==> src/rtl/calc_pkg.sv <==
// Shared key codes, operator encoding, controller states and sizing helpers for the
// calculator entry controller.
package calc_pkg;

    localparam int unsigned KEY_W           = 5;
    localparam int unsigned CALC_MAX_DIGITS = 8;

    localparam logic [KEY_W-1:0] KEY_ADD       = 5'd10;
    localparam logic [KEY_W-1:0] KEY_SUB       = 5'd11;
    localparam logic [KEY_W-1:0] KEY_MUL       = 5'd12;
    localparam logic [KEY_W-1:0] KEY_DIV       = 5'd13;
    localparam logic [KEY_W-1:0] KEY_ENTER     = 5'd14;
    localparam logic [KEY_W-1:0] KEY_CLEAR     = 5'd15;
    localparam logic [KEY_W-1:0] KEY_BACKSPACE = 5'd16;

    typedef enum logic [1:0] {
        OP_ADD = 2'd0,
        OP_SUB = 2'd1,
        OP_MUL = 2'd2,
        OP_DIV = 2'd3
    } alu_op_e;

    typedef enum logic [2:0] {
        S_A    = 3'd0,
        S_B    = 3'd1,
        S_EXEC = 3'd2,
        S_RES  = 3'd3,
        S_ERR  = 3'd4
    } calc_state_e;

    // Counter width able to hold 0..max_digits inclusive.
    function automatic int unsigned digit_cnt_w(input int unsigned max_digits);
        return (max_digits < 1) ? 1 : $clog2(max_digits + 1);
    endfunction

    localparam int unsigned DIGIT_CNT_W = digit_cnt_w(CALC_MAX_DIGITS);

endpackage

==> src/rtl/key_rise_det.sv <==
// Turns a held, debounced key level into a single accept pulse on its first cycle.
module key_rise_det
    import calc_pkg::*;
(
    input  logic             clk,
    input  logic             rst_n,
    input  logic             key_valid,
    input  logic [KEY_W-1:0] key_code,
    output logic             accept_c,
    output logic [KEY_W-1:0] key_c
);

    logic key_valid_q;

    always_ff @(posedge clk or negedge rst_n) begin
        if (!rst_n) begin
            key_valid_q <= 1'b0;
        end else begin
            key_valid_q <= key_valid;
        end
    end

    assign accept_c = key_valid & ~key_valid_q;
    assign key_c    = key_code;

endmodule

==> src/rtl/calc_entry_ctrl.sv <==
// Keypad-to-ALU sequencer: builds decimal operands, issues one ALU request, holds the result.
// Optional BACKSPACE editing is built when CALC_BACKSPACE_EN is defined.
module calc_entry_ctrl
    import calc_pkg::*;
#(
    parameter int unsigned WIDTH      = 32,
    parameter int unsigned MAX_DIGITS = CALC_MAX_DIGITS
) (
    input  logic             clk,
    input  logic             rst_n,
    input  logic             key_valid,
    input  logic [4:0]       key_code,
    output logic             alu_req,
    output logic [1:0]       alu_op,
    output logic [WIDTH-1:0] alu_a,
    output logic [WIDTH-1:0] alu_b,
    input  logic             alu_ack,
    input  logic [WIDTH-1:0] alu_result,
    input  logic             alu_err,
    output logic [WIDTH-1:0] display,
    output logic             err,
    output logic             busy
);

    localparam int unsigned   DW      = digit_cnt_w(MAX_DIGITS);
    localparam logic [DW-1:0] DIG_MAX = DW'(MAX_DIGITS);

    logic             key_acc_c;
    logic [KEY_W-1:0] key_c;

    key_rise_det u_key_rise_det (
        .clk      (clk),
        .rst_n    (rst_n),
        .key_valid(key_valid),
        .key_code (key_code),
        .accept_c (key_acc_c),
        .key_c    (key_c)
    );

    calc_state_e      state, state_d;
    alu_op_e          op, op_d, alu_op_q, alu_op_d;
    logic [WIDTH-1:0] acc_a, acc_a_d, acc_b, acc_b_d;
    logic [WIDTH-1:0] display_d, alu_a_d, alu_b_d;
    logic [DW-1:0]    digits_a, digits_a_d, digits_b, digits_b_d;
    logic             alu_req_d, err_d, busy_d, clr_pend, clr_pend_d;

    logic             is_digit, is_oper, is_enter, is_clear;
    alu_op_e          key_op;
    logic [WIDTH-1:0] digit_val, acc_a_dig, acc_b_dig;
    logic             clear_all;

    // Key classification and the x10 + d accumulate paths.
    always_comb begin
        is_digit  = key_acc_c && (key_c < 5'd10);
        is_oper   = key_acc_c && (key_c >= KEY_ADD) && (key_c <= KEY_DIV);
        is_enter  = key_acc_c && (key_c == KEY_ENTER);
        is_clear  = key_acc_c && (key_c == KEY_CLEAR);
        key_op    = alu_op_e'(2'(key_c - KEY_ADD));
        digit_val = WIDTH'(key_c[3:0]);
        acc_a_dig = (acc_a << 3) + (acc_a << 1) + digit_val;
        acc_b_dig = (acc_b << 3) + (acc_b << 1) + digit_val;
    end

`ifdef CALC_BACKSPACE_EN
    logic             is_bs;
    logic [WIDTH-1:0] acc_a_div, acc_b_div;

    always_comb begin
        is_bs     = key_acc_c && (key_c == KEY_BACKSPACE);
        acc_a_div = acc_a / WIDTH'(10);
        acc_b_div = acc_b / WIDTH'(10);
    end
`endif

    always_comb begin
        state_d    = state;
        op_d       = op;
        acc_a_d    = acc_a;
        acc_b_d    = acc_b;
        digits_a_d = digits_a;
        digits_b_d = digits_b;
        display_d  = display;
        alu_a_d    = alu_a;
        alu_b_d    = alu_b;
        alu_op_d   = alu_op_q;
        alu_req_d  = alu_req;
        err_d      = err;
        busy_d     = busy;
        clr_pend_d = clr_pend;
        clear_all  = 1'b0;

        case (state)
            S_A: begin
                if (is_digit) begin
                    if (digits_a < DIG_MAX) begin
                        acc_a_d    = acc_a_dig;
                        digits_a_d = digits_a + DW'(1);
                        display_d  = acc_a_dig;
                    end
                end else if (is_oper) begin
                    op_d       = key_op;
                    acc_b_d    = '0;
                    digits_b_d = '0;
                    state_d    = S_B;
                end
`ifdef CALC_BACKSPACE_EN
                else if (is_bs && (digits_a != '0)) begin
                    acc_a_d    = acc_a_div;
                    digits_a_d = digits_a - DW'(1);
                    display_d  = acc_a_div;
                end
`endif
            end
            S_B: begin
                if (is_digit) begin
                    if (digits_b < DIG_MAX) begin
                        acc_b_d    = acc_b_dig;
                        digits_b_d = digits_b + DW'(1);
                        display_d  = acc_b_dig;
                    end
                end else if (is_oper) begin
                    if (digits_b == '0) begin
                        op_d = key_op;
                    end
                end else if (is_enter) begin
                    if (digits_b != '0) begin
                        alu_a_d   = acc_a;
                        alu_b_d   = acc_b;
                        alu_op_d  = op;
                        alu_req_d = 1'b1;
                        busy_d    = 1'b1;
                        state_d   = S_EXEC;
                    end
                end
`ifdef CALC_BACKSPACE_EN
                else if (is_bs && (digits_b != '0)) begin
                    acc_b_d    = acc_b_div;
                    digits_b_d = digits_b - DW'(1);
                    display_d  = (digits_b == DW'(1)) ? acc_a : acc_b_div;
                end
`endif
            end
            S_EXEC: begin
                // A CLEAR here is deferred until the ALU handshake completes.
                if (is_clear) begin
                    clr_pend_d = 1'b1;
                end
                if (alu_ack) begin
                    alu_req_d = 1'b0;
                    busy_d    = 1'b0;
                    if (clr_pend || is_clear) begin
                        clear_all = 1'b1;
                    end else if (alu_err) begin
                        err_d     = 1'b1;
                        display_d = '0;
                        state_d   = S_ERR;
                    end else begin
                        display_d = alu_result;
                        state_d   = S_RES;
                    end
                end
            end
            S_RES: begin
                if (is_digit) begin
                    acc_a_d    = digit_val;
                    digits_a_d = DW'(1);
                    display_d  = digit_val;
                    state_d    = S_A;
                end else if (is_oper) begin
                    // Chain: the shown result becomes a sealed operand A.
                    acc_a_d    = display;
                    digits_a_d = DIG_MAX;
                    op_d       = key_op;
                    acc_b_d    = '0;
                    digits_b_d = '0;
                    state_d    = S_B;
                end
            end
            S_ERR: begin
            end
            default: begin
                state_d = S_A;
            end
        endcase

        if ((is_clear && (state != S_EXEC)) || clear_all) begin
            state_d    = S_A;
            op_d       = OP_ADD;
            acc_a_d    = '0;
            acc_b_d    = '0;
            digits_a_d = '0;
            digits_b_d = '0;
            display_d  = '0;
            alu_a_d    = '0;
            alu_b_d    = '0;
            alu_op_d   = OP_ADD;
            alu_req_d  = 1'b0;
            err_d      = 1'b0;
            busy_d     = 1'b0;
            clr_pend_d = 1'b0;
        end
    end

    always_ff @(posedge clk or negedge rst_n) begin
        if (!rst_n) begin
            state    <= S_A;
            op       <= OP_ADD;
            acc_a    <= '0;
            acc_b    <= '0;
            digits_a <= '0;
            digits_b <= '0;
            display  <= '0;
            alu_a    <= '0;
            alu_b    <= '0;
            alu_op_q <= OP_ADD;
            alu_req  <= 1'b0;
            err      <= 1'b0;
            busy     <= 1'b0;
            clr_pend <= 1'b0;
        end else begin
            state    <= state_d;
            op       <= op_d;
            acc_a    <= acc_a_d;
            acc_b    <= acc_b_d;
            digits_a <= digits_a_d;
            digits_b <= digits_b_d;
            display  <= display_d;
            alu_a    <= alu_a_d;
            alu_b    <= alu_b_d;
            alu_op_q <= alu_op_d;
            alu_req  <= alu_req_d;
            err      <= err_d;
            busy     <= busy_d;
            clr_pend <= clr_pend_d;
        end
    end

    assign alu_op = alu_op_q;

endmodule

==> config.mk <==
export PLATFORM = sky130hd
export DESIGN_NAME = calc_entry_ctrl
export DESIGN_NICKNAME = d
export VERILOG_FILES = /design/src/rtl/calc_pkg.sv /design/src/rtl/key_rise_det.sv /design/src/rtl/calc_entry_ctrl.sv
export SDC_FILE = /design/constraint.sdc
export NUM_CORES = 1
export LEC_CHECK = 0
export ABC_CLOCK_PERIOD_IN_PS = 3600
export BUFFER_PORTS_ARGS = -buffer_cell sky130_fd_sc_hd__buf_2
export CORE_AREA = 2 2 158 160
export DETAILED_ROUTE_END_ITERATION = 10
export DIE_AREA = 0 0 160 162
export PLACE_DENSITY = 0.78
export SYNTH_ARGS = -nofsm -noshare
export SYNTH_HDL_FRONTEND = slang
export SYNTH_SLANG_ARGS = --single-unit
==> constraint.sdc <==
create_clock -name clk -period 3.6 [get_ports clk]
set_clock_uncertainty 0.05 [all_clocks]
set_input_delay 0.18 -clock clk [delete_from_list [all_inputs] [get_ports clk]]
set_output_delay 0.18 -clock clk [all_outputs]
set_load 0.05 [all_outputs]
### Yosys cells after proc, flatten, opt, wreduce, memory -nomap -nowiden

Cells that the tools add are included.
Widths: inputs -> output; s select.

* register bits: 179
* output and inout port bits: 101
* word-level logic and storage cells: 173

* $add $sub $neg: 7
* order comparisons: 5
* eq/ne operators: 28
* mux-type cells: 85
* bitwise gates (word level): 2
* reduce and logical (&&, ||, !) cells: 32

Operators by type and width (number)
* $mux 32: 27
* $pmux 32 s2: 2
* $pmux 32 s4: 1
* $add 32x32->32: 2
* $add 32x4->32: 2
* $ne 3x3->1 const B: 14
* $mux 4: 10
* $mux 3: 11
* $mux 2: 12
* $mux 1: 17
* $pmux 4 s2: 2
* $reduce_and 8->1: 2
* $pmux 3 s5: 1
* $reduce_bool 2->1: 7
* $reduce_and 6->1: 2
* $eq 5x4->1 const B: 2
* $reduce_and 5->1: 2
* $reduce_bool 3->1: 3
* $add 4x1->4 const B: 2
* $lt 4x4->1 const B: 2
* $reduce_and 4->1: 2
* $eq 3x2->1 const B: 2
* $logic_and 1x1->1: 6
* $ne 2x1->1 const B: 3
* 21 further kinds: 23

### Depth between registers and ports, before layout

Gate-level depths: netlist of the first run.

* word-level depth: 10
* depth in mapped cells: 13
* gate-level depth less buffers: 13

### By module

From an unflattened synthesis of the first run, not the netlist that was laid out.

* cell total of the unflattened synthesis: 1413
* area total of the unflattened synthesis: 12199.2 um2

By module, submodules not included
* calc_entry_ctrl: times used 1, cells each 1406, area an instance 12122.9 um2
* key_rise_det: times used 1, cells each 7, area an instance 76.3 um2

### Worst setup path after synthesis of the first run

OpenSTA, ideal clock, no wires.

* path type: reg2reg
* start: register acc_b[0]
* end: register display[23]
* arrival time: 2934 ps
* required time: 3419 ps
* slack: 485 ps
* stages on the path, launching flop included: 14
* path buffers: 0
* period minus slack after synthesis: 3115 ps
* cells stage by stage: dfrtp_1 -> inv_1 -> fa_1 -> inv_1 -> ha_1 -> a21oi_1 -> nor2_1 -> o211ai_2 -> a2111o_1 -> a211oi_1 -> nor3_2 -> xnor2_1 -> and2_1 -> or3_1

* word-level cells in the longest chain between the ends: 6

Ends and longest elaborated chain
* start, declared: RTL line calc_entry_ctrl.sv:42 `logic [WIDTH-1:0] acc_a, acc_a_d, acc_b, acc_b_d;`
* start signal, assigned: RTL line calc_entry_ctrl.sv:209 `acc_b <= '0;`
* start signal, assigned: RTL line calc_entry_ctrl.sv:224 `acc_b <= acc_b_d;`
* $add 32x32->32: RTL line calc_entry_ctrl.sv:61 `acc_b_dig = (acc_b << 3) + (acc_b << 1) + digit_val;`
* $add 32x4->32: RTL line calc_entry_ctrl.sv:61
* $mux 32: RTL line calc_entry_ctrl.sv:116 `if (digits_b < DIG_MAX) begin`
* $mux 32: RTL line calc_entry_ctrl.sv:115 `if (is_digit) begin`
* $pmux 32 s4: RTL line calc_entry_ctrl.sv:92 `case (state)`
* $mux 32: RTL line calc_entry_ctrl.sv:186 `if ((is_clear && (state != S_EXEC)) || clear_all) begin`
* end signal, assigned: RTL line calc_entry_ctrl.sv:227 `display <= display_d;`
* end, declared: RTL line calc_entry_ctrl.sv:20 `output logic [WIDTH-1:0] display,`

Every way passes these cells. The select of a mux whose other input is x is not followed.
A chain may end at the register's enable or synchronous reset.

### Worst setup path in the final report of the first run

* start: register acc_a[0]
* end: register display[30]

* word-level cells in the longest chain between the ends: 6

Ends and longest elaborated chain
* start, declared: RTL line calc_entry_ctrl.sv:42
* start signal, assigned: RTL line calc_entry_ctrl.sv:208 `acc_a <= '0;`
* start signal, assigned: RTL line calc_entry_ctrl.sv:223 `acc_a <= acc_a_d;`
* $add 32x32->32: RTL line calc_entry_ctrl.sv:60 `acc_a_dig = (acc_a << 3) + (acc_a << 1) + digit_val;`
* $add 32x4->32: RTL line calc_entry_ctrl.sv:60
* $mux 32: RTL line calc_entry_ctrl.sv:95 `if (digits_a < DIG_MAX) begin`
* $mux 32: RTL line calc_entry_ctrl.sv:94 `if (is_digit) begin`
* $pmux 32 s4: RTL line calc_entry_ctrl.sv:92
* $mux 32: RTL line calc_entry_ctrl.sv:186

Every way passes these cells. The select of a mux whose other input is x is not followed.

==> results of run 1 <==
## flip-flops by register name, summed over array words and instances, names as in the netlist, 2 cells and up
name,count
acc_a,32
acc_b,32
alu_a,32
alu_b,32
display,32
digits_a,4
digits_b,4
state,3
alu_op,2
op,2
## kinds of logic (layout without fill, tap and decap cells)
group	count (synthesis)	after routing
compound gates	435	435
xor+xnor	54	54
fa+ha+maj	123	123
buf+inv	106	232
flops	179	179
mux	5	5
simple gates	480	480
## metal layers
metal / GRT usage / up-vias
met5: 0 / -
met1: 0.382 / 5373
li1: - / 5225
met4: 0.0893 / 0
met2: 0.457 / 483
met3: 0.0455 / 78
## metrics by stage
stage          cells  total power [mW]   util  setup slack (ns)
2_1_floorplan   1382              9.01      -             0.485
3_3_place_gp    1796              10.8  0.544             0.257
3_5_place_dp    1796              10.9  0.544             0.199
4_1_cts         1832              12.9  0.570             0.182
5_1_grt         1832              13.9  0.570           0.00833
6_report        1832              13.0  0.570             0.119
## what timing repair did
| action | CTS | global route |
|---|---|---|
| endpoints found under the hold margin | 101 | 0 |
| hold buffers | 4 | 0 |
| resized for setup | 0 | 3 |
| setup endpoints to repair | 0 | 4 |
## cells in the final DEF (no fill, tap or decap), types with 12 or more instances in the layout
master	n
o21ai_1	13
clkbuf_16	17
nor3_1	19
a21o_1	25
dfrtp_1	179
nand2_1	258
buf_4	29
a221oi_1	15
a22o_1	12
buf_2	141
nand3_1	50
xnor2_1	37
inv_1	21
nor2_1	73
a21oi_1	149
xor2_1	17
o21ai_0	75
a22oi_1	12
o31ai_1	16
o211ai_1	15
ha_1	119
## final timing paths
path,depth (start not counted),end,from,slack (ns)
max in group asynchronous,3,digits_b[0],rst_n,2.28
setup / recovery,11,display[30],acc_a[0],0.12
hold / removal,3,display[11],alu_result[11],0.007
setup reg to reg,11,display[30],acc_a[0],0.12
hold reg to reg,2,acc_b[31],acc_b[31],0.44
min in group asynchronous,2,alu_a[4],rst_n,0.34
## power breakdown
part | internal [mW] | switching (mW) | leakage [nW] | total, mW
clock | 0.998 | 0.914 | 0.281 | 1.91
sequential | 2.48 | 0.533 | 2.38 | 3.01
combinational | 3.00 | 5.08 | 3.98 | 8.08
## worst register-to-register path, delay by kind of cell, from the launching register on
family                   cells  cell delay [ns]
adder cells (fa/ha/maj)      2             1.07
AO/OA/AOI/OAI                6             1.40
flip-flops                   1             0.44
AND/OR/NAND/NOR              3             0.44
## layout make-up
type / instances / area [um^2]
fillers: 2217 / 10400
multi-input cells: 1097 / 7160
flip-flops and latches: 179 / 4480
repair buffers: 178 / 1030
clock buffers: 18 / 439
well taps: 324 / 405
clock inverters: 14 / 146
inverters: 22 / 82.6
==> reports/metrics.yaml, run 1 <==
sta:
  whs_ns: 0.00720
  hold_viol_final: 0
  report.final.slew_viol_count: 0
  rsz0062_at_grt: "false"
  setup_tns_ns: 0
  fmax_mhz: 287
  min_period_ns: 3.48
  min_period_over_period: 0.967
  tightestPinTransition_ns: 0.937
  slew_headroom: 0.375
  finalSetupViolCount: 0
yosys:
  ys.flop_type: "dfrtp_1"
  synth_top_family_by_area: "compound AO/OA/AOI/OAI gates"
  synthMuxAreaShare: 0.00413
  synthTopCellsByArea: "dfrtp_1 37%, ha_1 12%, nand2_1 8.0%"
  synthDistinctLibCells: 91
  synth_xor_xnor_area_share: 0.0390
  synth_top_area_frac: 0.369
  synth-seq-cells: 179
  synthAdderAreaFrac: 0.129
  synth_edf_count: 0
  synth_area_mm2: 0.0121
  postSynthCellCount: 1382
  yosysWarnings: 0
  synth-simple-area-share: 0.177
  synth.largest_area_cell: "dfrtp_1"
  ys_async_sr_fraction: 1.00
  avgSynthCellArea_um2: 8.78
  synth_compound_area_frac: 0.239
  synth_common_cells: "259 x nand2_1, 179 x dfrtp_1, 149 x a21oi_1, 119 x ha_1, 76 x o21ai_0"
  synthMostInstantiatedCell: "nand2_1"
  syn-num-nets: 1547
  synth_seq_area_share: 0.369
worst_setup_path:
  slowest_delay_ns: 0.54
  crit_arrival_ns: 3.78
  crit_slowest_cell: "fa_1"
  worstSetupPathType: "flop to flop"
  cp_max_fo: 4
  required_ns: 3.90
  critPathTopFamily: "compound AO/OA/AOI/OAI gates"
  cp_cell_sequence: "fa_1, fa_1, a211oi_2, o21ai_1, nand2_1, a211o_1, nand2_1, o21ai_1, o221ai_2, and4_1, a311oi_2"
  endpoint_kind: "flop"
  cp-start-kind: "flop"
  critPathBufInv: 0
clock_network:
  cts.sink_count: 179
  clk_pin_slew_ns: 0.08
  root_buffer: "clkbuf_16"
  clk_latency_ns: 0.45
  cts_tree: "done"
  cts_inserted_buffers: 17
  htree_levels: 4
  postCtsSetupBuffers: 0
  clock_path_buffers: 2
outcome:
  status: "complete, no violations"
die:
  die_h_um: 162
  dieArea_mm2: 0.0259
  rows: 57
  start_util: 0.503
  die_w_um: 160
  io_pins: 143
  coreArea_mm2: 0.0241
power:
  powerDensity_mw_per_mm2: 946
  p_leak_nw: 6.63
  irDropWorstVdd_mv: 0.482
worst_hold_path:
  hold_path_class: "primary input to flop"
detailed_routing:
  routed_wl_mm: 36.2
  final_antenna_net_count: 0
  wl_met2_mm: 16.7
  vias_per_cell: 6.09
  drc: 0
  wl_per_cell_um: 19.8
  vias: 11200
  met3_length_mm: 2.67
  drtPass1Iterations: 5
  first_iter_violations: 1097
  routedLengthMet1_mm: 15.9
  highest_layer: "met4"
final_layout:
  drive_gt1_frac: 0.170
  antenna_cells: 0
  syn_to_final_growth_pct: 13.4
  final_area_mm2: 0.0138
  final_nets: 1660
placed_design:
  gp_congestion: 0.989
  port_buffers: 142
  hpwl_mm: 26.5
  place_area_mm2: 0.0131
grt:
  grt_usage: 0.279
  grt_max_degree: 101
  grt_pass1_vias: 10900
  grt_pass1_wl_mm: 58.0
  grt.overflow.total: 0
  antenna_found_initial: 0
job:
  maxCapViolations: 0
(Power assumes the default switching activity.)
==> run 2, diff against run 1 <==
--- a/config.mk
+++ b/config.mk
@@ -5,11 +5,12 @@
 export SDC_FILE = /design/constraint.sdc
 export NUM_CORES = 1
 export LEC_CHECK = 0
+export ABC_AREA = 1
 export ABC_CLOCK_PERIOD_IN_PS = 3600
 export BUFFER_PORTS_ARGS = -buffer_cell sky130_fd_sc_hd__buf_2
-export CORE_AREA = 2 2 158 160
+export CORE_AREA = 2 2 165 167
 export DETAILED_ROUTE_END_ITERATION = 10
-export DIE_AREA = 0 0 160 162
+export DIE_AREA = 0 0 167 169
 export PLACE_DENSITY = 0.78
 export SYNTH_ARGS = -nofsm -noshare
 export SYNTH_HDL_FRONTEND = slang
==> run 2 against run 1 <==
The flow now finishes with violations (DRC); combinational power increased by 9.9%; sequential power increased by 7.3%; worst hold slack improved by 0.0079 ns; sequential cell count unchanged; die area increased by 8.9%.
==> reports/metrics.yaml, run 2 <==
detailed_routing:
  final_antenna_net_count: 0
  first_iter_violations: 1187
  routed_wl_mm: 43.1
  drtPass1Iterations: 10
  wl_per_cell_um: 18.0
  drc: 1
  vias_per_cell: 5.53
  vias: 13200
yosys:
  syn-num-nets: 2079
  synth_top_area_frac: 0.338
  ys_async_sr_fraction: 1.00
  synth_area_mm2: 0.0132
  synth_common_cells: "602 x nand2_1, 259 x inv_1, 242 x nand3_1, 179 x dfrtp_1"
  synth.largest_area_cell: "dfrtp_1"
  synthTopCellsByArea: "dfrtp_1 34%, nand2_1 17%, ha_1 11%"
  synth_edf_count: 0
  synthDistinctLibCells: 49
  synth_seq_area_share: 0.338
  ys.flop_type: "dfrtp_1"
  synth-seq-cells: 179
  synthMostInstantiatedCell: "nand2_1"
  avgSynthCellArea_um2: 6.91
  postSynthCellCount: 1914
  yosysWarnings: 0
job:
  maxCapViolations: 0
sta:
  slew_headroom: 0.393
  rsz0062_at_grt: "false"
  min_period_over_period: 0.802
  report.final.slew_viol_count: 0
  hold_viol_final: 0
  fmax_mhz: 346
  min_period_ns: 2.89
  finalSetupViolCount: 0
  tightestPinTransition_ns: 0.911
  setup_tns_ns: 0
worst_setup_path:
  crit_slowest_cell: "fa_1"
  endpoint_kind: "flop"
  cp_cell_sequence: "fa_1, fa_1, nand3_1, nand3_1, nand2_1, nand2_1, xnor2_1, o22ai_1, nand2_1, o21ai_0"
  cp-start-kind: "flop"
  crit_arrival_ns: 3.15
  cp_max_fo: 4
  required_ns: 3.86
  worstSetupPathType: "flop to flop"
  path_common_cell: "nand2_1"
  slowest_delay_ns: 0.53
placed_design:
  place_area_mm2: 0.0143
  port_buffers: 142
  hpwl_mm: 33.1
  placedCellCount: 2358
  gp_congestion: 1.01
power:
  irDropWorstVdd_mv: 0.678
  power_mw: 14.2
  p_leak_nw: 8.54
  powerDensity_mw_per_mm2: 947
final_layout:
  layout_common_cells: "602 x nand2_1, 259 x inv_1, 242 x nand3_1"
  drive_gt1_frac: 0.112
  final_common_cell: "nand2_1"
  final_nets: 2205
  syn_to_final_growth_pct: 12.9
  final-instance-count-excl-fill: 2394
  final_area_mm2: 0.0149
  antenna_cells: 0
die:
  die_h_um: 169
  coreArea_mm2: 0.0265
  rows: 60
  io_pins: 143
  dieArea_mm2: 0.0282
  start_util: 0.499
  die_w_um: 167
grt:
  grt_usage: 0.308
  grt.overflow.total: 0
  grt_pass1_vias: 12800
  grt_max_degree: 102
  grt_pass1_wl_mm: 68.9
  antenna_found_initial: 0
clock_network:
  clk_pin_slew_ns: 0.08
  cts.sink_count: 179
  root_buffer: "clkbuf_16"
  clk_latency_ns: 0.45
  cts_inserted_buffers: 17
  clock_path_buffers: 2
  htree_levels: 4
  cts_tree: "done"
outcome:
  violations: "DRC"
  status: "finished, violations left"
worst_hold_path:
  hold_path_class: "primary input to flop"
-- run 2: changes by cell type after synthesis, moves of 14 or more --
cell / before / now
a21oi_1: 149 / 76
a21o_1: 25 / 2
buf_2: 30 / 12
nand2_1: 259 / 602
nand3_1: 50 / 242
inv_1: 21 / 259
nor2_1: 75 / 98
o21ai_0: 76 / 119
o31ai_1: 16 / 2
a221oi_1: 15 / 1
xnor2_1: 37 / 14
-- run 2: path summary, 6_finish.rpt --
path,slack [ns],start,depth (start not counted),endpoint
worst max-delay path,0.71,acc_a[0],10,acc_a[8]
worst min-delay path,0.02,alu_result[30],5,display[30]
min in group asynchronous,0.36,rst_n,2,acc_b[30]
worst max register to register,0.71,acc_a[0],10,acc_a[8]
max in group asynchronous,2.34,rst_n,3,alu_a[25]
worst min register to register,0.45,op[1],2,op[1]
-- run 2: layout make-up --
class / count / area [um^2]
flip-flops and latches: 179 / 4480
fillers: 2614 / 11600
inverters: 272 / 1020
clock inverters: 15 / 205
clock buffers: 17 / 425
multi-input cells: 1404 / 7450
well taps: 341 / 427
repair buffers: 166 / 935
-- run 2: layer usage --
metal  vias up  track usage  wire length, um
met2       549        0.479            18700
li1       6437            -                -
met4         0        0.121             1510
met3        85       0.0407             2990
met5         -            0                0
met1      6170        0.436            19900
-- run 2: cells by family after synthesis --
family | synth area share
xor+xnor | 0.0192
simple gates | 0.320
flops | 0.338
compound gates | 0.105
buf+inv | 0.0992
fa+ha+maj | 0.119
-- run 2: worst max-delay path: cells and delay by family, from the launching register on --
kind	cells	cell delay [ns]
compound gates	2	0.22
xor+xnor	1	0.32
fa+ha+maj	2	1.06
flops	1	0.44
simple gates	5	0.66
-- run 2: timing repair --
action	4_1_cts	5_1_grt
gates resized for setup	0	0
endpoints found under the setup margin	0	0
endpoints found under the hold margin	102	0
hold buffers	4	0
buffers inserted	0	0
-- run 2: stage by stage --
| step | hold slack [ns] | setup slack (ns) | utilization |
|---|---|---|---|
| after CTS | 0.00659 | 0.718 | 0.564 |
| after global placement | 0.254 | 0.811 | 0.539 |
| after global routing | 0.0321 | 0.502 | 0.564 |
| final | 0.0151 | 0.713 | 0.564 |
| after floorplan | -0.166 | 1.16 | - |
| after detailed placement | 0.256 | 0.711 | 0.539 |
-- run 2: report_power, final --
group | internal, mW | switching, mW | total [mW] | leakage, nW
Combinational | 2.75 | 6.14 | 8.88 | 5.87
Clock | 1.07 | 0.973 | 2.04 | 0.305
Sequential | 2.61 | 0.617 | 3.23 | 2.37
Total | 6.43 | 7.73 | 14.2 | 8.54
==> run 3, diff against run 2 <==
--- a/config.mk
+++ b/config.mk
@@ -6,12 +6,12 @@
 export NUM_CORES = 1
 export LEC_CHECK = 0
 export ABC_AREA = 1
-export ABC_CLOCK_PERIOD_IN_PS = 3600
+export ABC_CLOCK_PERIOD_IN_PS = 2370
 export BUFFER_PORTS_ARGS = -buffer_cell sky130_fd_sc_hd__buf_2
 export CORE_AREA = 2 2 165 167
 export DETAILED_ROUTE_END_ITERATION = 10
 export DIE_AREA = 0 0 167 169
-export PLACE_DENSITY = 0.78
+export PLACE_DENSITY = 0.8
 export SYNTH_ARGS = -nofsm -noshare
 export SYNTH_HDL_FRONTEND = slang
 export SYNTH_SLANG_ARGS = --single-unit
==> constraint.sdc (replaced) <==
create_clock -name clk -period 2.37 [get_ports clk]
set_clock_uncertainty 0.05 [all_clocks]
set_input_delay 0.1185 -clock clk [delete_from_list [all_inputs] [get_ports clk]]
set_output_delay 0.1185 -clock clk [all_outputs]
set_load 0.05 [all_outputs]
==> run 3 against run 2 <==
The run ends with setup timing left; via count rose by 12%; maximum frequency is 10% higher; design area grew 27%; critical path depth up 1; routed wire length increased by 18%; register-to-register slack worse by 0.96 ns; critical path type unchanged; worst hold slack improved by 0.0012 ns; combinational power grew to 2.5 times the previous value; sequential power rose by 55%; clock power increased by 55%; sequential share of layout area is 6.2 points lower.
==> reports/metrics.yaml, run 3 (synthesis gave the netlist of run 2 again) <==
outcome:
  status: "finished, violations left"
  violations: "setup timing"
placed_design:
  gp_congestion: 0.957
  dp_slack_ns: -0.267
  hpwl_mm: 35.1
  port_buffers: 142
grt:
  grt_pass1_vias: 14000
  met1_usage: 0.454
  antenna_found_initial: 0
  gr-usage-met2: 0.541
  use_met3: 0.0589
  grt_usage: 0.337
  grt_pass1_wl_mm: 75.3
  grt_max_degree: 57
  grt.overflow.total: 0
  top_usage_layer: "met2"
detailed_routing:
  drc: 0
  drtPass1Iterations: 6
  vias_per_cell: 5.73
  first_iter_violations: 1551
  final_antenna_net_count: 0
  vias: 14800
  routed_wl_mm: 50.9
  wl_per_cell_um: 19.6
worst_hold_path:
  hold_path_class: "primary input to flop"
  hold_end: "display[17]"
  min_path_cells: 5
  hp-start: "alu_result[17]"
clock_network:
  cts_inserted_buffers: 17
  clk_pin_slew_ns: 0.08
  clk_latency_ns: 0.46
  root_buffer: "clkbuf_16"
  clock_path_buffers: 2
  cts_tree: "done"
  cts.sink_count: 179
  htree_levels: 4
power:
  p_clk_frac: 0.104
  powerDensity_mw_per_mm2: 1610
  internal_power_mw: 15.0
  irDropWorstVdd_mv: 0.975
  switching_share: 0.509
  switchingPower_mw: 15.5
  power_mw: 30.5
  p_leak_nw: 10.1
  combinationalPowerShare: 0.732
  power_frac_seq: 0.164
worst_setup_path:
  timing.rr.end: "acc_a[16]"
  crit_arrival_ns: 2.90
  rr_startpoint: "acc_a[2]"
  cp_max_fo: 4
  endpoint_kind: "flop"
  rr_worst_depth: 11
  cp-start-kind: "flop"
  worstSetupPathType: "flop to flop"
  r2r_setup_slack_ns: -0.25
  required_ns: 2.65
final_layout:
  final_common_cell: "nand2_1"
  layout_common_cells: "467 x nand2_1, 248 x inv_1, 182 x nand3_1"
  syn_to_final_growth_pct: 43.1
  antenna_cells: 0
  drive_gt1_frac: 0.358
  num-fill-cells: 1989
  final_nets: 2403
sta:
  min_period_over_period: 1.11
  min_period_ns: 2.62
  finalWorstSetupSlack_ns: -0.251
  tightestPinTransition_ns: 0.518
  slew_headroom: 0.655
  report.final.slew_viol_count: 0
  finalSetupViolCount: 68
  rsz0062_at_grt: "true"
  fmax_mhz: 382
  hold_viol_final: 0
  whs_ns: 0.0164
die:
  dieArea_mm2: 0.0282
  start_util: 0.499
  die_h_um: 169
  io_pins: 143
  rows: 60
  coreArea_mm2: 0.0265
  die_w_um: 167
job:
  maxCapViolations: 0
[run 3: changes by cell type in the layout (fill, tap and decap cells not counted), moves of 33 or more]
cell / change
ha_4: +60
nand2_2: +107
ha_1: -62
buf_4: +162
o21ai_1: +33
nor2_1: -39
nand3_1: -60
o21ai_0: -42
nand3_2: +43
nand2_1: -135
[run 3: how the worst max path moves through the flow]
stage,startpoint,to,slack [ns],cells past startpoint
after floorplan,acc_a[0],display[16],0.0007,11
after global placement,acc_a[0],acc_a[9],-0.24,10
after detailed placement,acc_b[0],display[14],-0.27,13
after CTS,acc_a[2],acc_a[5],-0.07,10
after global routing,acc_a[2],acc_a[16],-0.33,11
final,acc_a[2],acc_a[16],-0.25,11
[run 3: layout make-up]
type | instances | area, um^2 | share of cell area
Clock inverter | 15 | 208 | 0.0110
Timing Repair Buffer | 364 | 2590 | 0.137
Clock buffer | 17 | 425 | 0.0225
Inverter | 272 | 1030 | 0.0544
Sequential cell | 179 | 4490 | 0.237
Tap cell | 341 | 427 | 0.0225
Multi-Input combinational cell | 1404 | 9770 | 0.516
[run 3: layer usage]
metal	routed length, um	vias up
met5	0	-
met3	3930	162
met2	23900	762
met1	20800	7111
li1	-	6812
met4	2330	0
[run 3: repair_timing]
item	CTS	global route
setup endpoints to repair	75	87
gates resized for setup	183	345
pin swaps	57	100
setup buffers	12	16
hold buffers	15	0
endpoints found under the hold margin	68	0
[run 3: critical path, cell delays in order, from the launching register on]
cell and delay (ns):
dfrtp_1 0.42, fa_2 0.53, fa_2 0.39, nand3_2 0.10, nand3_4 0.14, nand2_4 0.10
nand2_4 0.08, a21oi_2 0.13, xor2_1 0.26, nand2_1 0.12, nand3_2 0.08, nand2_1 0.07
[run 3: power by group through the flow]
stage | clock (mW) | combinational, mW | sequential (mW)
6_report | 3.17 | 22.3 | 5.01
3_3_place_gp | 0 | 16.0 | 4.88
3_5_place_dp | 0 | 16.3 | 4.89
5_1_grt | 3.28 | 23.8 | 5.09
2_1_floorplan | 0 | 8.75 | 5.63
4_1_cts | 3.16 | 18.0 | 4.86
[run 3: metrics by stage]
step           instance area (um^2)  TNS, ns   util  std cells
2_1_floorplan                 13200        0      -       1914
3_3_place_gp                  15600    -7.22  0.587       2521
3_5_place_dp                  15600    -9.67  0.587       2521
4_1_cts                       17300    -1.16  0.652       2578
5_1_grt                       18900   -13.45  0.715       2592
6_report                      18900    -5.65  0.715       2592
